**config.mk**
```make
export PLATFORM = sky130hd
export DESIGN_NAME = divider_u_seq
export DESIGN_NICKNAME = d
export VERILOG_FILES = /design/src/rtl/divider_u_seq.sv
export SDC_FILE = /design/constraint.sdc
export NUM_CORES = 1
export LEC_CHECK = 0
export ABC_AREA = 1
export CAP_MARGIN = 20
export CELL_PAD_IN_SITES_DETAIL_PLACEMENT = 1
export CELL_PAD_IN_SITES_GLOBAL_PLACEMENT = 1
export CORE_MARGIN = 3
export CORE_UTILIZATION = 35
export DETAILED_ROUTE_END_ITERATION = 10
export GPL_ROUTABILITY_DRIVEN = 0
export PLACE_DENSITY_LB_ADDON = 0.1
export SLEW_MARGIN = 15
export SYNTH_ARGS = -nofsm -noshare
export SYNTH_HDL_FRONTEND = slang
export SYNTH_SLANG_ARGS = --single-unit
```
**constraint.sdc**
```tcl
create_clock -name clk -period 2.44 [get_ports clk]
set_input_delay 0.366 -clock clk [delete_from_list [all_inputs] [get_ports clk]]
set_output_delay 0.366 -clock clk [all_outputs]
set_load 0.01 [all_outputs]
```
**src/rtl/divider_u_seq.sv**
```systemverilog
// Iterative restoring unsigned divider, one quotient bit per clock.
// Quotient on y, remainder on z; start/done handshake with busy.
module divider_u_seq #(
  parameter int WIDTH = 32,
  parameter int CNT_W = 6
) (
  input  logic             clk,
  input  logic             rst,
  input  logic             start,
  input  logic [WIDTH-1:0] a1,
  input  logic [WIDTH-1:0] b1,
  output logic             busy,
  output logic             done,
  output logic [WIDTH-1:0] y,
  output logic [WIDTH-1:0] z,
  output logic             div_by_zero
);

  typedef enum logic [1:0] {
    IDLE,
    RUN,
    FIN
  } state_t;

  state_t           r_state, w_state_n;
  logic [WIDTH-1:0] r_r, w_r_n;
  logic [WIDTH-1:0] r_q, w_q_n;
  logic [WIDTH-1:0] r_d, w_d_n;
  logic [CNT_W-1:0] r_cnt, w_cnt_n;
  logic             r_zero, w_zero_n;
  logic [WIDTH-1:0] r_y, w_y_n;
  logic [WIDTH-1:0] r_z, w_z_n;
  logic             r_done, w_done_n;
  logic             r_dbz, w_dbz_n;
  logic [WIDTH:0]   w_t;

  // R never exceeds D after a step, so its top bit is always 0 and is not kept
  assign w_t = {r_r, r_q[WIDTH-1]} - {1'b0, r_d};

  always_ff @(posedge clk) begin
    if (rst) begin
      r_state <= IDLE;
      r_r     <= '0;
      r_q     <= '0;
      r_d     <= '0;
      r_cnt   <= '0;
      r_zero  <= 1'b0;
      r_y     <= '0;
      r_z     <= '0;
      r_done  <= 1'b0;
      r_dbz   <= 1'b0;
    end else begin
      r_state <= w_state_n;
      r_r     <= w_r_n;
      r_q     <= w_q_n;
      r_d     <= w_d_n;
      r_cnt   <= w_cnt_n;
      r_zero  <= w_zero_n;
      r_y     <= w_y_n;
      r_z     <= w_z_n;
      r_done  <= w_done_n;
      r_dbz   <= w_dbz_n;
    end
  end

  always_comb begin
    w_state_n = r_state;
    w_r_n     = r_r;
    w_q_n     = r_q;
    w_d_n     = r_d;
    w_cnt_n   = r_cnt;
    w_zero_n  = r_zero;
    w_y_n     = r_y;
    w_z_n     = r_z;
    w_done_n  = 1'b0;
    w_dbz_n   = r_dbz;
    unique case (r_state)
      IDLE: begin
        if (start) begin
          w_q_n     = a1;
          w_d_n     = b1;
          w_r_n     = '0;
          w_cnt_n   = '0;
          w_zero_n  = (b1 == '0);
          w_state_n = RUN;
        end
      end
      RUN: begin
        // a zero divisor spends one settle cycle here without iterating
        if (r_zero) begin
          w_state_n = FIN;
        end else begin
          if (!w_t[WIDTH]) begin
            w_r_n = w_t[WIDTH-1:0];
            w_q_n = {r_q[WIDTH-2:0], 1'b1};
          end else begin
            w_r_n = {r_r[WIDTH-2:0], r_q[WIDTH-1]};
            w_q_n = {r_q[WIDTH-2:0], 1'b0};
          end
          w_cnt_n = r_cnt + CNT_W'(1);
          if (r_cnt == CNT_W'(WIDTH - 1))
            w_state_n = FIN;
        end
      end
      FIN: begin
        w_state_n = IDLE;
        w_done_n  = 1'b1;
        if (r_zero) begin
          w_y_n   = '1;
          w_z_n   = r_q;
          w_dbz_n = 1'b1;
        end else begin
          w_y_n   = r_q;
          w_z_n   = r_r;
          w_dbz_n = 1'b0;
        end
      end
      default: w_state_n = IDLE;
    endcase
  end

  assign busy        = (r_state != IDLE);
  assign done        = r_done;
  assign y           = r_y;
  assign z           = r_z;
  assign div_by_zero = r_dbz;

endmodule
```
Yosys cells after proc, flatten, opt, wreduce, memory -nomap -nowiden
Index checks and enable logic that the tools add are counted.
Widths: inputs -> output; s select.
{"block": "word_totals", "register_bits": 171, "output_inout_bits": 67, "in_bits": 67, "wordCells": 44}
{"block": "op_classes", "n_addsub": 2, "muxes": 19, "reduce_logical": 7, "n_eq_ne": 6}
{"cell": "$mux 32", "count": 7}
{"cell": "$pmux 32 s2", "count": 2}
{"cell": "$sub 33x32->33", "count": 1}
{"cell": "$logic_not 32->1", "count": 1}
{"cell": "$mux 6", "count": 2}
{"cell": "$pmux 6 s2", "count": 1}
{"cell": "$add 6x1->6 const B", "count": 1}
{"cell": "$eq 6x5->1 const B", "count": 1}
{"cell": "$mux 2", "count": 3}
{"cell": "$ne 2x2->1 const B", "count": 2}
{"cell": "$pmux 2 s2", "count": 1}
{"cell": "$reduce_and 2->1", "count": 2}
{"cell": "$reduce_bool 2->1", "count": 2}
{"cell": "$mux 1", "count": 3}
{"cell": "$ne 3x3->1 const B", "count": 1}
{"cell": "$reduce_and 3->1", "count": 1}
{"cell": "$eq 2x1->1 const B", "count": 1}
{"cell": "$eq 2x2->1 const B", "count": 1}
{"cell": "$logic_not 2->1", "count": 1}

Depth between registers and ports, before layout
Gate-level depths: netlist of the first run.
{"block": "depth", "word_depth": 4, "ltp_mapped": 19, "depth_no_buf": 18}

Worst setup path before layout of the first run
No wires, ideal clock.
{"block": "synth_timing", "path_kind": "register -> register", "from": "register r_q[31]", "to": "register r_r[21]", "setup_time_ns": 0.069, "path_buffers": 2, "arrival_ns": 2.161, "required_time_ns": 2.371, "path_slack_ns": 0.210, "path_stages_with_launch": 20, "path_cell_list": "dfxtp_1 inv_1 ha_1 inv_1 fa_1 nand2_1 nand2_1 nand3b_1 nand2_2 nand2_2 nand2_4 nand2_4 nand2_2 nand2_2 nand2_2 buf_6 buf_8 nand2_2 nand3_2 a21oi_2"}
{"block": "synth_via", "elab_chain_cells": 4}
{"element": "start: declaration", "line_no": "27", "text": "logic [WIDTH-1:0] r_q, w_q_n;"}
{"element": "start signal: assignment", "line_no": "55", "text": "r_q <= w_q_n;"}
{"element": "$sub 33x32->33", "line_no": "38", "text": "assign w_t = {r_r, r_q[WIDTH-1]} - {1'b0, r_d};"}
{"element": "$mux 32", "line_no": "93", "text": "if (!w_t[WIDTH]) begin"}
{"element": "$mux 32", "line_no": "90", "text": "if (r_zero) begin"}
{"element": "$pmux 32 s2", "line_no": "77", "text": "unique case (r_state)"}
{"element": "end signal: assignment", "line_no": "54", "text": "r_r <= w_r_n;"}
{"element": "end: declaration", "line_no": "26", "text": "logic [WIDTH-1:0] r_r, w_r_n;"}
No other way between the ends. The select of a mux whose other input is x is not followed.
A chain may end at the register's enable or synchronous reset.

Worst setup path in the final report of the first run
{"block": "layout_timing", "from": "register r_q[31]", "to": "register r_r[25]"}
Same word-level chain as after synthesis.

==> summary.md, run 1 <==
| Metric | Value |
|---|---|
| CTS tree | `built` |
| Clock skew after layout | `0.01691 ns` |
| Cell Pwr Density | `between 700 and 800 nW/um^2` |
| Worst Path Required | `2.80 ns` |
| Final Slew Violations | `0` |
| Clock transition at path regs | `about 0.080 ns` |
| Synthesized area | `9706 um^2` |
| Cell Chain, Critical Path | `inv_2 -> ha_4 -> inv_4 -> fa_2 -> nand2_2 -> nand2_2 -> nand3b_1 -> nand2_2 -> nand2_2 -> nand2_4 -> nand2_4 -> nand2_4 -> nand2_4 -> nand2_8 -> buf_12 -> nand2_2 -> nand3_2 -> a21oi_2` |
| Antenna violations before repair | `0` |
| Top_reg_cell synth | `dfxtp_1` |
| Initial drt markers | `between 500 and 600` |
| Crit path largest cell delay | `about 0.37 ns` |
| Post-route setup TNS | `0 ns` |
| CP arrival | `2.74 ns` |
| GRT Resource Usage Total | `about 22%` |
| DR pass1 iterations | `5` |
| Area grow syn2layout | `30.90%` |
| Die Height | `approximately 170 um` |
| Avg Inst Size Synth | `6.381 um^2` |
| Critical path launch point type | `flop` |
| Netlist cell types | `36` |
| Width of the die | `172.5 um` |
| Worst setup path startpoint | `r_q[31]` |
| Worst Path Buf+Inv | `3` |
| Largest net degree at the start of global routing | `67` |
| Vias in the first global route | `around 10,000` |
| Total of max-cap violations | `0` |
| Max Buffers Root-to-Sink | `2` |
| # rows | `60` |
| FF-to-FF Start | `r_q[31]` |
| Syn nets | `roughly 1,600` |
| Stages on worst setup path | `18` |
| PnR worst setup slack | `approximately 0.06 ns` |
| Clock Latency Late Sink | `around 0.44 ns` |
| Number of synthesized flops with an enable pin | `0` |
| Worst-Margin Slew | `0.8024 ns` |
| Post-layout nets | `1,766` |
| Core area | `approximately 27,000 um^2` |
| Crit. End Element | `flop` |
| WL/cell | `about 17 um` |
| Max_slew headroom | `46.50%` |
| Most common cell after layout, fill and taps aside | `nand2_1` |
| Top-Level Pins | `134` |
| Final Hold Vio Count | `0` |
| Layout cell share with drive strength beyond 1 | `13.53%` |
| Setup CP Type | `flop to flop` |
| R2R cell count | `18` |
| Seq cells post-synth | `171` |
| Root Buffer | `clkbuf_16` |
| # hold bufs at CTS | `0` |
| Crit path capture | `r_r[25]` |
| CTS H-tree lvls | `4` |
| Remaining Overflow, GRT | `0` |
| RSZ-0062 raised after global routing | `true` |
| Slowest CP cell | `fa_2` |
| Status | `completed` |
| Vias per cell | `4.920` |
| Static Leak | `just under 0.006 uW` |
| Commonest cells after routing, fill and taps aside | `nand2_1 (459), inv_1 (213), dfxtp_1 (163)` |
| Initial Utilization | `35.81%` |
| Final Critical Period | `between 2 and 2.5 ns` |
| VDD IR max | `0.3613 mV` |
| DR DRC count | `0` |
| F_max | `420.2 MHz` |
| CP top delay family | `simple AND/OR/NAND/NOR gates` |
| Crit Path Max Fanout | `8` |
| First-pass GRT wire length | `54,010 um` |
| N_diodes | `0` |
| ANT nets after route | `0` |
| Via Count | `10,090` |
| Post-Syn Instances | `1,521` |
| Final Cycle Share | `97.53%` |
| Clock sink count | `171` |
| Final hold slack | `0.4272 ns` |
| FF-to-FF End | `r_r[25]` |
| Seq/Total Area, Yosys | `a little over a third` |
| Dpl ws | `-0.03355 ns` |
| Total power | `9840 uW` |
| Routed WL | `34,000 um` |
| PortBufs | `between 100 and 150` |
| Cell mode on critical path | `nand2_2` |
| Final setup fails | `0` |
| DP HPWL | `approximately 25,000 um` |
| Async SR Flop Fraction | `0%` |
| Seq. cell area | `about 3400 um^2` |
| Fillers | `3,495` |
| YS warnings | `0` |
| FF-to-FF setup slack | `around 0.060 ns` |
| Die Footprint | `29,760 um^2` |
| Area of the multi-input gates | `approximately 5500 um^2` |
| Hold Path Class | `input port to flop` |
| Cts bufs inserted | `17` |
[sequential cells by signal (all words and copies together) (netlist names), 2 cells and up]
| register | flops |
|---|---|
| r_r | 32 |
| z | 32 |
| r_cnt | 6 |
| r_state | 2 |
| r_q | 32 |
| y | 32 |
| r_d | 32 |
[synth_stat cells, types with 8 or more instances]
cell type    n  area, um^2
nand3_1     79       395.4
nand2_1    490        1839
nand3_2     10       100.1
clkbuf_1    52       195.2
dfxtp_1    171        3423
o21ai_0    107       535.5
nand4_1     12       75.07
nand2_2     18       112.6
nor2_1      77       289.0
ha_1        33       412.9
a31oi_1     32       200.2
buf_1        9       33.78
inv_1      216       810.8
nor4_1       8       50.05
inv_2        8       30.03
a21oi_1    133       665.6
a21oi_2     12       105.1
xor2_1      10       87.58
[worst min-delay path: cells and delay by family]
kind | cells | cell delay, ns
buffers and inverters | 2 | 0.35
AND/OR/NAND/NOR | 1 | 0.06
[routing by layer]
layer  part of all wire [%]  global-route usage, %  vias to the layer above
met5                      0                      0                        -
met4                    2.2                  6.759                        0
met3                    3.3                  2.715                       41
met2                     45                  35.90                      164
met1                     49                  31.02                     4766
li1                       -                      -                     5115
[per-stage QoR]
| step | utilization (%) | cells | instance area, um^2 |
|---|---|---|---|
| 2_1_floorplan | - | 1521 | 9706 |
| 3_3_place_gp | 43.03 | 2006 | 11660 |
| 3_5_place_dp | 43.03 | 2006 | 11660 |
| 4_1_cts | 45.35 | 2041 | 12290 |
| 5_1_grt | 46.88 | 2050 | 12700 |
| 6_report | 46.88 | 2050 | 12700 |
[area by class of cell]
class                           count  area share [%]
Multi-Input combinational cell   1056           42.93
Clock inverter                     14           1.142
Inverter                          224           6.638
Tap cell                          372           3.664
Clock buffer                       18           3.378
Timing Repair Buffer              195           15.23
Sequential cell                   171           27.02
[cell families (layout without fill, tap and decap cells)]
logic type	after synthesis	after routing	synth area share (%)
xor+xnor	16	16	1.444
buf+inv	294	451	11.68
flops	171	171	35.27
simple gates	717	717	31.15
compound gates	289	289	16.00
fa+ha+maj	34	34	4.461
[worst min-delay path by stage]
stage	startpoint	endpoint	slack (ns)	depth (start not counted)
final	rst	done	0.43	3
after global routing	rst	done	0.43	3
after CTS	rst	done	0.40	3
after detailed placement	r_d[6]	r_d[6]	0.45	2
after global placement	r_d[29]	r_d[29]	0.45	2
after floorplan	r_d[10]	r_d[10]	0.43	2
[where the power goes]
| part | internal, uW | leakage, uW | switching [uW] |
|---|---|---|---|
| clock network | 1370 | 0.000275 | 1380 |
| logic | 1500 | 0.00417 | 2440 |
| registers | 2990 | 0.00140 | 173 |
[repair_timing]
action | 4_1_cts | 5_1_grt
resized for setup | 5 | 82
cloned | 1 | 4
pin swaps | 3 | 21
endpoints found under the setup margin | 28 | 32
buffers inserted | 2 | 5
No activity file was read; power rests on OpenSTA's default activity.
==> run 2: changes to the inputs <==
CTS_CLUSTER_SIZE = 12   (was not set)
clock period = 2.3 ns   (was 2.44 ns; I/O delays follow)
==> summary.md, run 2 (same netlist as run 1, synthesis figures left out) <==
| Metric | Value |
|---|---|
| Finished Layout Cells | `2,091` |
| Final Hold Vio Count | `0` |
| Final setup fails | `7` |
| Most common cell after layout, fill and taps aside | `nand2_1` |
| # rows | `60` |
| Crit Path Max Fanout | `7` |
| Largest net degree at the start of global routing | `67` |
| Final Cycle Share | `102.6%` |
| Total of max-cap violations | `0` |
| Initial drt markers | `552` |
| Post-route setup TNS | `-0.1619 ns` |
| CTS H-tree lvls | `4` |
| Inst Count DP | `2,052` |
| VDD IR max | `0.3793 mV` |
| Clock skew after layout | `0.01420 ns` |
| Final Slew Violations | `0` |
| Worst-Margin Slew | `0.8191 ns` |
| Static Leak | `0.006064 uW` |
| Routed WL | `34,580 um` |
| Cts bufs inserted | `17` |
| Max_slew headroom | `a little under half` |
| Core area | `roughly 27,000 um^2` |
| Status | `finished, violations left` |
| ANT nets after route | `0` |
| Width of the die | `172.5 um` |
| Total power | `10,830 uW` |
| # hold bufs at CTS | `0` |
| Hold wc startpoint | `rst` |
| Root Buffer | `clkbuf_16` |
| GRT Resource Usage Total | `22.50%` |
| Post-layout nets | `approximately 1,800` |
| Vias in the first global route | `10,190` |
| Die Footprint | `29,760 um^2` |
| Die Height | `172.5 um` |
| Fillers | `3,499` |
| PortBufs | `133` |
| WL/cell | `16.54 um` |
| RSZ-0062 raised after global routing | `true` |
| DR DRC count | `0` |
| PnR worst setup slack | `-0.05960 ns` |
| First-pass GRT wire length | `54,640 um` |
| N_diodes | `0` |
| Max Buffers Root-to-Sink | `2` |
| DP HPWL | `25,650 um` |
| End of the worst hold path | `r_cnt[0]` |
| Clock Latency Late Sink | `0.44 ns` |
| Area of the multi-input gates | `5488 um^2` |
| Initial Utilization | `35.81%` |
| Clock transition at path regs | `0.08 ns` |
| R2R cell count | `15` |
| FF-to-FF Start | `r_r[13]` |
| Remaining Overflow, GRT | `0` |
| Hold Path Stages | `4` |
| DR pass1 iterations | `5` |
| Vias per cell | `about 4.9` |
| Cell Pwr Density | `slightly above 800 nW/um^2` |
| Failing checks | `negative setup slack` |
| FF-to-FF setup slack | `-0.06 ns` |
| CTS tree | `built` |
| Fin util | `approximately 48%` |
| Crit. End Element | `flop` |
| Layout cell share with drive strength beyond 1 | `15.01%` |
| Area grow syn2layout | `34.85%` |
| Final hold slack | `0.4100 ns` |
| Worst Path Required | `2.66 ns` |
| Critical path launch point type | `flop` |
| FF-to-FF End | `r_r[0]` |
| Setup CP Type | `flop to flop` |
| Seq. cell area | `3430 um^2` |
| Antenna violations before repair | `0` |
| Clock sink count | `171` |
| Commonest cells after routing, fill and taps aside | `nand2_1 (468), inv_1 (213), dfxtp_1 (166)` |
| Final Critical Period | `2.360 ns` |
| Hold Path Class | `input port to flop` |
| CP arrival | `2.72 ns` |
| F_max | `423.8 MHz` |
| Top-Level Pins | `134` |
| Via Count | `~10,000` |
[run 2: worst max path at each step]
stage | from | endpoint | slack [ns] | cells after the start
6_report | r_r[13] | r_r[0] | -0.06 | 15
3_3_place_gp | b1[12] | r_zero | -0.04 | 9
3_5_place_dp | b1[12] | r_zero | -0.17 | 9
4_1_cts | r_q[31] | r_r[10] | -0.03 | 18
5_1_grt | r_q[31] | r_r[13] | -0.16 | 18
2_1_floorplan | r_q[31] | r_r[21] | 0.07 | 19
[run 2: what timing repair did]
| action | CTS | global route |
|---|---|---|
| cloned | 1 | 2 |
| endpoints found under the setup margin | 30 | 33 |
| gates resized for setup | 14 | 60 |
| buffers inserted | 3 | 2 |
| pin swaps | 3 | 16 |
[run 2: through the flow]
step | worst slack [ns] | cell area (um^2)
after detailed placement | -0.1737 | 12030
after global routing | -0.1640 | 13090
after global placement | -0.04260 | 12030
final | -0.05960 | 13090
after floorplan | 0.07011 | 9706
after CTS | -0.03023 | 12760
[run 2: where the power goes]
part / total (uW) / internal [uW] / switching [uW]
logic: 4400 / 1760 / 2640
registers: 3350 / 3170 / 180
clock network: 3080 / 1590 / 1480
total: 10800 / 6530 / 4300
[run 2: worst max-delay path, cell delays in order, from the launching register on]
cell and delay (ns):
dfxtp_1 0.50, ha_4 0.27, nand2_1 0.12, inv_2 0.05, nand2_1 0.10, inv_2 0.06, a21oi_2 0.19, nand2_4 0.09
nand2_4 0.10, nand2_4 0.07, nand2_4 0.10, nand2_8 0.10, clkbuf_16 0.18, nand2_1 0.07, nand3_1 0.11, a21oi_2 0.14
[run 2: area by class of cell]
| type | count | area share (%) |
|---|---|---|
| clock buffers | 18 | 3.356 |
| clock inverters | 14 | 1.338 |
| inverters | 224 | 6.424 |
| multi-input cells | 1056 | 41.93 |
| flip-flops and latches | 171 | 26.20 |
| well taps | 372 | 3.556 |
| repair buffers | 236 | 17.19 |
[run 2: per-layer routing]
metal	vias up	part of all wire, %	routed length (um)	GRT usage (%)
met2	173	47	16150	37.24
met5	-	0	0	0
met1	4797	49	16960	31.42
met3	31	2.9	992	2.693
li1	5177	-	-	-
met4	0	1.4	479	5.306
